### src/rtl/axi_read_pkg.sv
// Shared definitions for the two-master AXI read interconnect:
// ID widths, AR payload sizing, AR arbitration FSM states and the
// round-robin tie-break helper.
package axi_read_pkg;

  localparam int unsigned MID_W        = 1;
  localparam int unsigned SID_W        = 2;
  // LEN(4) + SIZE(2) + BURST(2) + LOCK(2) + CACHE(4) + PROT(3)
  localparam int unsigned AR_ATTR_W    = 17;
  // 32-bit address plus attributes: the 50-bit request FIFO word minus the tag
  localparam int unsigned AR_PAYLOAD_W = 49;

  typedef enum logic [1:0] {
    IDLE   = 2'd0,
    GRANT0 = 2'd1,
    GRANT1 = 2'd2
  } ar_state_e;

  // Pick a winner among candidate requesters; on a tie the master that did
  // not win last time goes first.
  function automatic logic rr_pick(input logic [1:0] cand, input logic last_grant);
    if (cand == 2'b11) return ~last_grant;
    return cand[1];
  endfunction

endpackage

### src/rtl/axi_read_interconnect_arbiter.sv
// Two-way round-robin arbiter for AR requests. Purely combinational:
// a requester competes only while it is eligible.
module read_rr_arbiter2
  import axi_read_pkg::*;
(
  input  logic [1:0] req,
  input  logic [1:0] eligible,
  input  logic       last_grant,
  output logic       grant_idx,
  output logic       grant_valid
);

  logic [1:0] cand;

  // Mask requests by eligibility and resolve ties round-robin
  always_comb begin
    cand        = req & eligible;
    grant_valid = |cand;
    grant_idx   = rr_pick(cand, last_grant);
  end

endmodule

### src/rtl/axi_read_interconnect.sv
// Two-master, one-slave AXI read interconnect.
// AR channel: round-robin arbitration through a three-state FSM; the 1-bit
// master ARID is widened to {grant_idx, ARID} on the slave side.
// R channel: combinational routing by S_RID[1], no buffering.
// Optional feature macro: READ_IC_OUTST_LIMIT_EN -- per-master count of
// outstanding bursts; a master at MAX_OUTST is not granted new requests.
module axi_read_interconnect
  import axi_read_pkg::*;
#(
  parameter int unsigned ADDR_W    = 32,
  parameter int unsigned DATA_W    = 32,
  parameter int unsigned MAX_OUTST = 4
) (
  input  logic              ACLK,
  input  logic              ARESET,
  // master 0 AR
  input  logic [MID_W-1:0]  M0_ARID,
  input  logic [ADDR_W-1:0] M0_ARADDR,
  input  logic [3:0]        M0_ARLEN,
  input  logic [1:0]        M0_ARSIZE,
  input  logic [1:0]        M0_ARBURST,
  input  logic [1:0]        M0_ARLOCK,
  input  logic [3:0]        M0_ARCACHE,
  input  logic [2:0]        M0_ARPROT,
  input  logic              M0_ARVALID,
  output logic              M0_ARREADY,
  // master 1 AR
  input  logic [MID_W-1:0]  M1_ARID,
  input  logic [ADDR_W-1:0] M1_ARADDR,
  input  logic [3:0]        M1_ARLEN,
  input  logic [1:0]        M1_ARSIZE,
  input  logic [1:0]        M1_ARBURST,
  input  logic [1:0]        M1_ARLOCK,
  input  logic [3:0]        M1_ARCACHE,
  input  logic [2:0]        M1_ARPROT,
  input  logic              M1_ARVALID,
  output logic              M1_ARREADY,
  // slave AR
  output logic [SID_W-1:0]  S_ARID,
  output logic [ADDR_W-1:0] S_ARADDR,
  output logic [3:0]        S_ARLEN,
  output logic [1:0]        S_ARSIZE,
  output logic [1:0]        S_ARBURST,
  output logic [1:0]        S_ARLOCK,
  output logic [3:0]        S_ARCACHE,
  output logic [2:0]        S_ARPROT,
  output logic              S_ARVALID,
  input  logic              S_ARREADY,
  // slave R
  input  logic [SID_W-1:0]  S_RID,
  input  logic [DATA_W-1:0] S_RDATA,
  input  logic [1:0]        S_RRESP,
  input  logic              S_RLAST,
  input  logic              S_RVALID,
  output logic              S_RREADY,
  // master 0 R
  output logic [MID_W-1:0]  M0_RID,
  output logic [DATA_W-1:0] M0_RDATA,
  output logic [1:0]        M0_RRESP,
  output logic              M0_RLAST,
  output logic              M0_RVALID,
  input  logic              M0_RREADY,
  // master 1 R
  output logic [MID_W-1:0]  M1_RID,
  output logic [DATA_W-1:0] M1_RDATA,
  output logic [1:0]        M1_RRESP,
  output logic              M1_RLAST,
  output logic              M1_RVALID,
  input  logic              M1_RREADY
);

  localparam int unsigned PAY_W = ADDR_W + AR_ATTR_W;

  if (MAX_OUTST == 0) begin : g_bad_max_outst
    $error("axi_read_interconnect: MAX_OUTST must be at least 1");
  end

  ar_state_e        state_q, state_d;
  logic             last_grant_q;
  logic [1:0]       eligible;
  logic             arb_idx, arb_valid;
  logic [1:0]       ar_hs;
  logic             sel;
  logic [PAY_W-1:0] m0_pay, m1_pay, s_pay;

  assign m0_pay = {M0_ARADDR, M0_ARLEN, M0_ARSIZE, M0_ARBURST, M0_ARLOCK, M0_ARCACHE, M0_ARPROT};
  assign m1_pay = {M1_ARADDR, M1_ARLEN, M1_ARSIZE, M1_ARBURST, M1_ARLOCK, M1_ARCACHE, M1_ARPROT};
  assign {S_ARADDR, S_ARLEN, S_ARSIZE, S_ARBURST, S_ARLOCK, S_ARCACHE, S_ARPROT} = s_pay;

  assign ar_hs = {M1_ARVALID & M1_ARREADY, M0_ARVALID & M0_ARREADY};

  read_rr_arbiter2 u_arb (
    .req         ({M1_ARVALID, M0_ARVALID}),
    .eligible    (eligible),
    .last_grant  (last_grant_q),
    .grant_idx   (arb_idx),
    .grant_valid (arb_valid)
  );

`ifdef READ_IC_OUTST_LIMIT_EN
  localparam int unsigned CNT_W = $clog2(MAX_OUTST + 1);

  logic [CNT_W-1:0] outst_q [2];
  logic [1:0]       r_last_hs;

  assign r_last_hs[0] = S_RVALID & S_RREADY & S_RLAST & ~S_RID[SID_W-1];
  assign r_last_hs[1] = S_RVALID & S_RREADY & S_RLAST &  S_RID[SID_W-1];

  // Outstanding-burst counters: +1 per AR handshake, -1 per routed RLAST, saturating at 0
  always_ff @(posedge ACLK or posedge ARESET) begin
    if (ARESET) begin
      outst_q <= '{default: '0};
    end else begin
      for (int unsigned i = 0; i < 2; i++) begin
        if (ar_hs[i] && !r_last_hs[i])
          outst_q[i] <= outst_q[i] + CNT_W'(1);
        else if (!ar_hs[i] && r_last_hs[i] && outst_q[i] != '0)
          outst_q[i] <= outst_q[i] - CNT_W'(1);
      end
    end
  end

  // A master at its limit sits out arbitration; an active grant is unaffected
  always_comb begin
    for (int unsigned i = 0; i < 2; i++)
      eligible[i] = (outst_q[i] != CNT_W'(MAX_OUTST));
  end

`ifndef SYNTHESIS
  // An RLAST with nothing outstanding means the slave returned an unrequested burst
  always_ff @(posedge ACLK) begin
    for (int unsigned i = 0; i < 2; i++)
      if (!ARESET && r_last_hs[i] && !ar_hs[i] && outst_q[i] == '0)
        $error("axi_read_interconnect: outstanding count underflow on master %0d", i);
  end
`endif
`else
  assign eligible = '1;
`endif

  // State register and round-robin history
  always_ff @(posedge ACLK or posedge ARESET) begin
    if (ARESET) begin
      state_q      <= IDLE;
      last_grant_q <= 1'b1;
    end else begin
      state_q <= state_d;
      if (ar_hs[0])      last_grant_q <= 1'b0;
      else if (ar_hs[1]) last_grant_q <= 1'b1;
    end
  end

  // Next state: grant from IDLE, hold the grant until its handshake
  always_comb begin
    state_d = state_q;
    case (state_q)
      IDLE:    if (arb_valid) state_d = arb_idx ? GRANT1 : GRANT0;
      GRANT0:  if (ar_hs[0])  state_d = IDLE;
      GRANT1:  if (ar_hs[1])  state_d = IDLE;
      default: state_d = IDLE;
    endcase
  end

  // AR outputs: connect the granted master to the slave; IDLE presents M0 with no valid
  always_comb begin
    sel        = 1'b0;
    S_ARVALID  = 1'b0;
    M0_ARREADY = 1'b0;
    M1_ARREADY = 1'b0;
    case (state_q)
      GRANT0: begin
        S_ARVALID  = M0_ARVALID;
        M0_ARREADY = S_ARREADY;
      end
      GRANT1: begin
        sel        = 1'b1;
        S_ARVALID  = M1_ARVALID;
        M1_ARREADY = S_ARREADY;
      end
      default: ;
    endcase
    s_pay  = sel ? m1_pay : m0_pay;
    S_ARID = {sel, (sel ? M1_ARID : M0_ARID)};
  end

  // R path: broadcast payload, steer valid/ready by the destination bit of RID
  always_comb begin
    M0_RID    = S_RID[MID_W-1:0];
    M1_RID    = S_RID[MID_W-1:0];
    M0_RDATA  = S_RDATA;
    M1_RDATA  = S_RDATA;
    M0_RRESP  = S_RRESP;
    M1_RRESP  = S_RRESP;
    M0_RLAST  = S_RLAST;
    M1_RLAST  = S_RLAST;
    M0_RVALID = S_RVALID & ~S_RID[SID_W-1];
    M1_RVALID = S_RVALID &  S_RID[SID_W-1];
    S_RREADY  = S_RID[SID_W-1] ? M1_RREADY : M0_RREADY;
  end

endmodule
### config.mk
export PLATFORM = sky130hd
export DESIGN_NAME = axi_read_interconnect
export DESIGN_NICKNAME = d
export VERILOG_FILES = /design/src/rtl/axi_read_pkg.sv /design/src/rtl/axi_read_interconnect_arbiter.sv /design/src/rtl/axi_read_interconnect.sv
export SDC_FILE = /design/constraint.sdc
export NUM_CORES = 1
export LEC_CHECK = 0
export CAP_MARGIN = 40
export CORE_AREA = 2 2 108 110
export DETAILED_ROUTE_END_ITERATION = 8
export DIE_AREA = 0 0 110 112
export PLACE_DENSITY_LB_ADDON = 0.3
export SLEW_MARGIN = 20
export SYNTH_ARGS = -nofsm -noshare
export SYNTH_HDL_FRONTEND = slang
export SYNTH_SLANG_ARGS = --single-unit
### constraint.sdc
create_clock -name ACLK -period 1.5 [get_ports ACLK]
set_input_delay 0.225 -clock ACLK [delete_from_list [all_inputs] [get_ports ACLK]]
set_output_delay 0.225 -clock ACLK [all_outputs]
set_load 0.05 [all_outputs]
# Word-level counts from Yosys, hierarchy flattened
# Cells that the tools add are included.
# word_totals
reg_bits	3
inputBits	145
output_inout_bits	129
wordCells	35
# classes
eq_ne	6
mux	17
bitwise	6
n_reduce_logical	4
# ops
op	count
two-way mux 49 bit	1
two-way mux 1 bit	10
two-way mux 2 bit	4
inequality test 2 bit, second input constant	3
case mux 2 bit (3 select lines)	1
bitwise AND 1 bit	4
== test 2 bit, second input constant	2
AND reduction 3 bit	1
== test 2 x 1 -> 1 bit, second input constant	1
logical NOT 2 bit	1
NOT 1 bit	2
case mux 1 bit (2 select lines)	1
nonzero test 2 bit	1
OR reduction 2 bit	1

# Longest topological paths before layout
# Gate-level depths: netlist (run 1).
# depth
depth_word	6
depth_mapped	6
depth_no_buf	6

# Hierarchy
# Synthesis (run 1) repeated with hierarchy kept, for this count alone.
# hier_totals
cells_unflattened	161
hier_area_um2	1641.6
# by_module_without_submodules
mod	n_inst	cells_each	area_per_inst_um2
axi_read_interconnect	1	157	1624.1
read_rr_arbiter2	1	4	17.5

# Least setup slack after synthesis (run 1)
# No wires, ideal clock.
# synth_path
path_type	reg-to-output
from	reg state_q[0]
to	out S_ARVALID
arrival_ns	1.525
t_required_ns	1.275
setup_slack_ns	-0.250
stages_incl_launch_ff	6
cell_sequence	dfrtp_1 -> inv_1 -> ha_1 -> buf_6 -> a22oi_1 -> nor2b_1
# synth_between
elab_chain_len	2
elab_cells_between_ends	3
classes_between	eq/ne (2); mux (1)
# synth_rtl
item	line_no	rtl
start: declaration	axi_read_interconnect.sv:78	ar_state_e state_q, state_d;
start signal: assignment	axi_read_interconnect.sv:147	state_q <= state_d;
== test 2 bit / == test 2 x 1 -> 1 bit (equally long branches)	axi_read_interconnect.sv:170	case (state_q)
case mux 1 bit (2 select lines) *	axi_read_interconnect.sv:170	
end: declaration	axi_read_interconnect.sv:47	output logic S_ARVALID,
# Every way passes the cells marked *; elsewhere a longest branch is shown, timed or not.

# Worst setup path in the final report (run 1)
# layout_path
from	reg state_q[0]
to	out S_ARSIZE[1]
# layout_between
elab_chain_len	3
# layout_rtl
item	line_no	rtl
== test 2 bit	axi_read_interconnect.sv:170	
two-way mux 1 bit	axi_read_interconnect.sv:170	
two-way mux 49 bit	axi_read_interconnect.sv:182	s_pay = sel ? m1_pay : m0_pay;
end: declaration	axi_read_interconnect.sv:42	output logic [1:0] S_ARSIZE,
# Every way passes these cells.

==> impl_metrics.ini, run 1 <==
[clock_tree]
clock_latency_ns = 0.22
tritoncts = built
cts.path.max_buffers = 2
cts-root-buf = clkbuf_16
cts_made_buffers = 3
path_clk_slew_ns = 0.03
ctsHtreeMaxLevel = 1
cts.sinks = 3

[final_layout]
syn2layout_area_growth_pct = 152
multi_input_area_um2 = 962
drive_gt1_frac = 0.502
utilization = 0.324
seq_area_um2 = 76.3
antenna_cells = 0
nFillCells = 1111
final_cells = 400
fin_nets = 406

[synthesis]
synth-edff-count = 0
async_flop_share = 1.00
syn_area_um2 = 1440
synth.avg_cell_area_um2 = 9.03
synthesis.nets = 307
ys_warn_count = 0
synth-seq-cells = 3
ys.flop_type = dfrtp_1
synthDistinctLibCells = 17
yosysSeqAreaShare = 0.0531
synth_cells = 159

[routing]
met2_length_um = 2810
num_vias = 1387
antenna_left = 0
wl_met3_um = 776
drt_pass1_iterations = 4
wl_um = 5140
vias_per_cell = 3.47
drt-met1-wl_um = 1530
wl_per_cell_um = 12.8
drtIter0Drc = 37
route.detailed.drc = 0
topRoutingLayerUsed = met4

[sta]
drv_slew = 0
post-route-period-util = 1.20
finalSetupViolations = 52
relSlewSlack = 0.848
hold_violations = 0
worst_pin_slew_ns = 0.228
fin_ws_ns = -0.304
finalCriticalPeriod_ns = 1.80
max_freq_ghz = 0.554
finClkSkew_ns = 0.000354
grt_setup_unrepaired = true

[power]
peakVddDrop_v = 0.000525
power_density_nw_per_um2 = 1420
p_leak_nw = 1.54

[die]
io-pin-count = 274
start_util = 0.129
dieWidth_um = 110
die_height_um = 112
coreArea_um2 = 11200
dieArea_um2 = 12300
rows = 39

[critical_path]
critPathLaunchType = flip-flop
crit_path_max_fanout = 26
slowest_delay_ns = 0.37
worstSetupPathType = reg -> out
cp_common_cell = buf_12
path_cells = inv_2, ha_4, buf_12, mux2_4, buf_12
cp-end-kind = output pin
critPathRequiredTime_ns = 1.27
crit_arrival_ns = 1.58
crit_path_top_delay_cell = dfrtp_1

[grt]
grt_pass1_wl_um = 7150
track_usage = 0.0742
grt_max_degree = 27
grt_pass1_vias = 1327
gr-total-overflow = 0
antenna_found_initial = 0

[min_path]
min_path_type = in -> async

[status]
violations = setup timing
status = finished with violations

[placed_design]
io_buffers = 165
dpl.hpwl_um = 4530
gp_congestion = 0.655
dp.cells = 394

[flow_run]
maxCapViolations = 0
worst max-delay path: cells and delay by family, from the launching register on:
family / cells / cell delay, ns
adder cells (fa/ha/maj): 1 / 0.17
buffers and inverters: 3 / 0.45
multiplexers: 1 / 0.34
flip-flops: 1 / 0.37
logic make-up after synthesis:
kind of cell | count (synthesis) | share of synthesized area
flops | 3 | 0.0531
compound gates | 6 | 0.0279
mux | 53 | 0.414
fa+ha+maj | 3 | 0.0261
simple gates | 11 | 0.0401
buf+inv | 83 | 0.439
placed cells by master, fill, tap and decap left out:
cell and n:
inv_2 1, nor2b_1 2, buf_12 58, and2_4 2, a21oi_2 1, clkbuf_16 3, mux2i_1 2, dfstp_2 1
and2_1 1, a22oi_1 1, dlymetal6s2s_1 1, mux2_2 1, buf_4 6, mux2_4 50, a21oi_1 3, inv_1 3
o21ai_2 1, clkbuf_1 1, nand3_1 1, dfrtp_1 2, nor2b_2 1, nand2_1 4, clkdlybuf4s50_1 107, buf_8 1
ha_4 3
registers in the layout, summed over array words and instances, names as in the netlist:
signal	cells
state_q	2
last_grant_q	1
power by group:
part	internal, W	switching [W]
registers	0.000126	0.0000256
logic	0.00242	0.00215
clock network	0.000350	0.0000702
per-layer routing:
layer	global-route usage	vias to the layer above
li1	-	653
met1	0.0684	635
met2	0.144	95
met3	0.0363	4
met4	0.0135	0
met5	0	-
path summary, 6_finish.rpt:
| path | cells past startpoint | slack [ns] | start | end |
|---|---|---|---|---|
| min in group ACLK | 0 | 0.45 | S_RDATA[14] | M0_RDATA[14] |
| min reg2reg | 2 | 0.54 | last_grant_q$_DFFE_PP1P_ | last_grant_q$_DFFE_PP1P_ |
| min | 2 | 0.17 | ARESET | state_q[1]$_DFFE_PP0P_ |
| max reg2reg | 7 | 0.13 | state_q[0]$_DFFE_PP0P_ | state_q[0]$_DFFE_PP0P_ |
| max | 5 | -0.30 | state_q[0]$_DFFE_PP0P_ | S_ARSIZE[1] |
| max in group asynchronous | 2 | 1.12 | ARESET | last_grant_q$_DFFE_PP1P_ |
Yosys cell counts (2+ instances only):
cell / n / area, um2
buf_4: 73 / 548
mux2_2: 47 / 529
buf_6: 6 / 67.6
inv_1: 4 / 15.0
mux2_1: 4 / 45.0
nand2_1: 4 / 15.0
a21oi_1: 3 / 15.0
and2_1: 3 / 18.8
ha_1: 3 / 37.5
nor2b_1: 3 / 18.8
dfrtp_1: 2 / 50.1
mux2i_1: 2 / 20.0
cell type report:
cell class / count / share of cell area
tap: 143 / 0.0495
multi-input combinational: 73 / 0.266
timing repair buffer: 173 / 0.637
inverter: 4 / 0.00415
sequential: 3 / 0.0211
clock buffer: 4 / 0.0218
metrics by stage:
step	power (W)	setup TNS, ns	setup slack [ns]	hold WS, ns	instance area [um2]
3_3_place_gp	0.00463	-2.29	-0.0624	0.403	3480
5_1_grt	0.00533	-17.79	-0.361	0.196	3620
3_5_place_dp	0.00465	-2.66	-0.0715	0.410	3480
4_1_cts	0.00515	-14.98	-0.306	0.176	3590
2_1_floorplan	0.00315	0	0.00786	-0.0221	1640
6_report	0.00514	-14.80	-0.304	0.169	3620
what timing repair did:
action	in CTS	in global routing
endpoints found under the hold margin	0	0
buffers inserted	2	0
gates resized for setup	5	4
hold buffers	0	0
pin swaps	1	2
endpoints found under the setup margin	53	56
(Power assumes the default switching activity.)
==> inputs of run 2 (changes only) <==
- SLEW_MARGIN: 20 -> 10
==> results of run 2 <==
No change in the layout: final DEF, timing and power equal those of run 1.
==> inputs of run 3 (changes only) <==
--- a/config.mk
+++ b/config.mk
@@ -10,4 +10,5 @@
 export DETAILED_ROUTE_END_ITERATION = 8
 export DIE_AREA = 0 0 110 112
+export GPL_TIMING_DRIVEN = 0
 export PLACE_DENSITY_LB_ADDON = 0.3
 export SLEW_MARGIN = 10
==> constraint.sdc (replaced) <==
create_clock -name ACLK -period 1.5 [get_ports ACLK]
set_input_delay 0.225 -clock ACLK [delete_from_list [all_inputs] [get_ports ACLK]]
set_output_delay 0.225 -clock ACLK [all_outputs]
set_load 0.005 [all_outputs]
==> run 3 against run 2 <==
  * Worst hold slack better by 0.0044 ns
  * Via count rose by 47%
  * Critical path depth increased by 2
  * Final area up 28%
  * Sequential power is essentially flat
  * Clock power is essentially flat
  * Worst setup slack lost 0.14 ns
  * Clock skew increased by 0.0010 ns
  * Register-to-register slack got worse by 0.07 ns
  * The flow still finishes with violations (setup timing)
  * Fmax is 7.0% lower
  * Sequential cell count is the same
==> impl_metrics.ini, run 3 (synthesis results as in run 1) <==
[status]
status = finished with violations
violations = setup timing

[final_layout]
final_cells = 566
largest-register = state_q
syn2layout_area_growth_pct = 223
antenna_cells = 0
largest_reg_flops = 2
reg_top3 = state_q: 2 flops, last_grant_q: 1 flops
most-common-layout-cells = clkdlybuf4s50_1 (179), buf_4 (79), buf_6 (55), mux2_4 (45), buf_12 (7)
drive_gt1_frac = 0.518
final_common_cell = clkdlybuf4s50_1
utilization = 0.415
seq_area_um2 = 76.3
multi_input_area_um2 = 933
nFillCells = 1102
fin_nets = 572

[critical_path]
crit_path_max_fanout = 5
slowest_delay_ns = 0.40
critPathLaunchType = flip-flop
critPathRequiredTime_ns = 1.27
cp-end-kind = output pin
path_cells = ha_4, buf_8, buf_12, buf_8, buf_6, mux2_4, buf_6
worstSetupPathType = reg -> out
crit_family = buffers and inverters
crit_arrival_ns = 1.72
cp_num_buf_inv = 5
crit_path_top_delay_cell = dfrtp_1

[sta]
post-route-period-util = 1.29
max_freq_ghz = 0.515
finalCriticalPeriod_ns = 1.94
drv_slew = 0
relSlewSlack = 0.860
whs_ns = 0.173
finClkSkew_ns = 0.00139
finalSetupViolations = 53
fin_ws_ns = -0.440
worst_pin_slew_ns = 0.210
hold_violations = 0
grt_setup_unrepaired = true

[die]
start_util = 0.129
coreArea_um2 = 11200
io-pin-count = 274
rows = 39
die_height_um = 112
dieArea_um2 = 12300
dieWidth_um = 110

[power]
clockPowerShare = 0.103
pwr-share-seq = 0.037
p_comb_frac = 0.860
p_sw_frac = 0.280
netSwitchingPower_w = 0.00114
p_leak_nw = 2.11
peakVddDrop_v = 0.000369
total_power_w = 0.00406
power_density_nw_per_um2 = 875
internal_power_w = 0.00292

[clock_tree]
clock_latency_ns = 0.22
tritoncts = built
path_clk_slew_ns = 0.03
cts.sinks = 3
cts-root-buf = clkbuf_16
cts.path.max_buffers = 2
ctsHtreeMaxLevel = 1
cts_made_buffers = 3

[grt]
grt_max_degree = 7
gr-total-overflow = 0
grt_pass1_wl_um = 10600
grt_pass1_vias = 2190
track_usage = 0.109
antenna_found_initial = 0

[routing]
route.detailed.drc = 0
wl_per_cell_um = 12.9
drt_pass1_iterations = 2
drtIter0Drc = 41
num_vias = 2038
vias_per_cell = 3.60
wl_um = 7280
antenna_left = 0

[placed_design]
dp.cells = 539
gp_congestion = 0.771
io_buffers = 237
dpl.hpwl_um = 5940

[flow_run]
maxCapViolations = 0

[min_path]
min_path_type = in -> async
run 3: cell count changes in the layout (fill, tap and decap cells not counted), moves of 2 or more:
cell,before,now
buf_6,0,55
mux2_2,1,6
buf_12,58,7
clkdlybuf4s50_1,107,179
clkbuf_2,0,2
buf_2,0,5
buf_16,0,2
mux2_4,50,45
buf_4,6,79
dlygate4sd2_1,0,4
buf_8,1,6
run 3: worst paths after layout:
path	from	end	slack [ns]	cells past startpoint
worst max-delay path	state_q[1]$_DFFE_PP0P_	S_ARADDR[10]	-0.44	7
worst min-delay path	ARESET	state_q[0]$_DFFE_PP0P_	0.17	2
worst max register to register	state_q[1]$_DFFE_PP0P_	state_q[1]$_DFFE_PP0P_	0.06	7
worst min register to register	last_grant_q$_DFFE_PP1P_	last_grant_q$_DFFE_PP1P_	0.54	2
max in group asynchronous	ARESET	last_grant_q$_DFFE_PP1P_	1.12	2
min in group ACLK	last_grant_q$_DFFE_PP1P_	last_grant_q$_DFFE_PP1P_	0.54	2
run 3: layer usage:
| layer | global-route usage | up-vias | share of wire | wire [um] |
|---|---|---|---|---|
| li1 | - | 984 | - | - |
| met3 | 0.0299 | 12 | 0.11 | 774 |
| met4 | 0.0287 | 0 | 0.017 | 125 |
| met5 | 0 | - | 0 | 0 |
| met2 | 0.213 | 121 | 0.56 | 4070 |
| met1 | 0.109 | 921 | 0.32 | 2310 |
run 3: power groups by stage:
stage                     Combinational (W)  Clock (W)  Sequential (W)
after floorplan                     0.00110          0        0.000140
after global placement              0.00239          0        0.000144
after detailed placement            0.00240          0        0.000145
after CTS                           0.00363   0.000426        0.000151
after global routing                0.00373   0.000438        0.000154
final                               0.00349   0.000420        0.000150
run 3: stage by stage:
| step | setup WS (ns) | area (um2) | TNS [ns] |
|---|---|---|---|
| after global routing | -0.480 | 4640 | -20.49 |
| final | -0.440 | 4640 | -17.98 |
| after CTS | -0.455 | 4700 | -19.73 |
| after detailed placement | -0.541 | 3990 | -26.33 |
| after floorplan | 0.0464 | 1440 | 0 |
| after global placement | -0.548 | 3990 | -26.17 |
run 3: repair_timing:
action	CTS	global route
cloned	4	0
buffers inserted	19	4
endpoints found under the setup margin	57	54
pin swaps	1	1
gates resized for setup	329	9
hold buffers	0	0
run 3: layout make-up:
type / instances / area share
repair buffers: 260 / 0.586
clock buffers: 4 / 0.0170
inverters: 4 / 0.00323
plain buffers: 79 / 0.137
flip-flops and latches: 3 / 0.0164
multi-input cells: 73 / 0.201
well taps: 143 / 0.0385
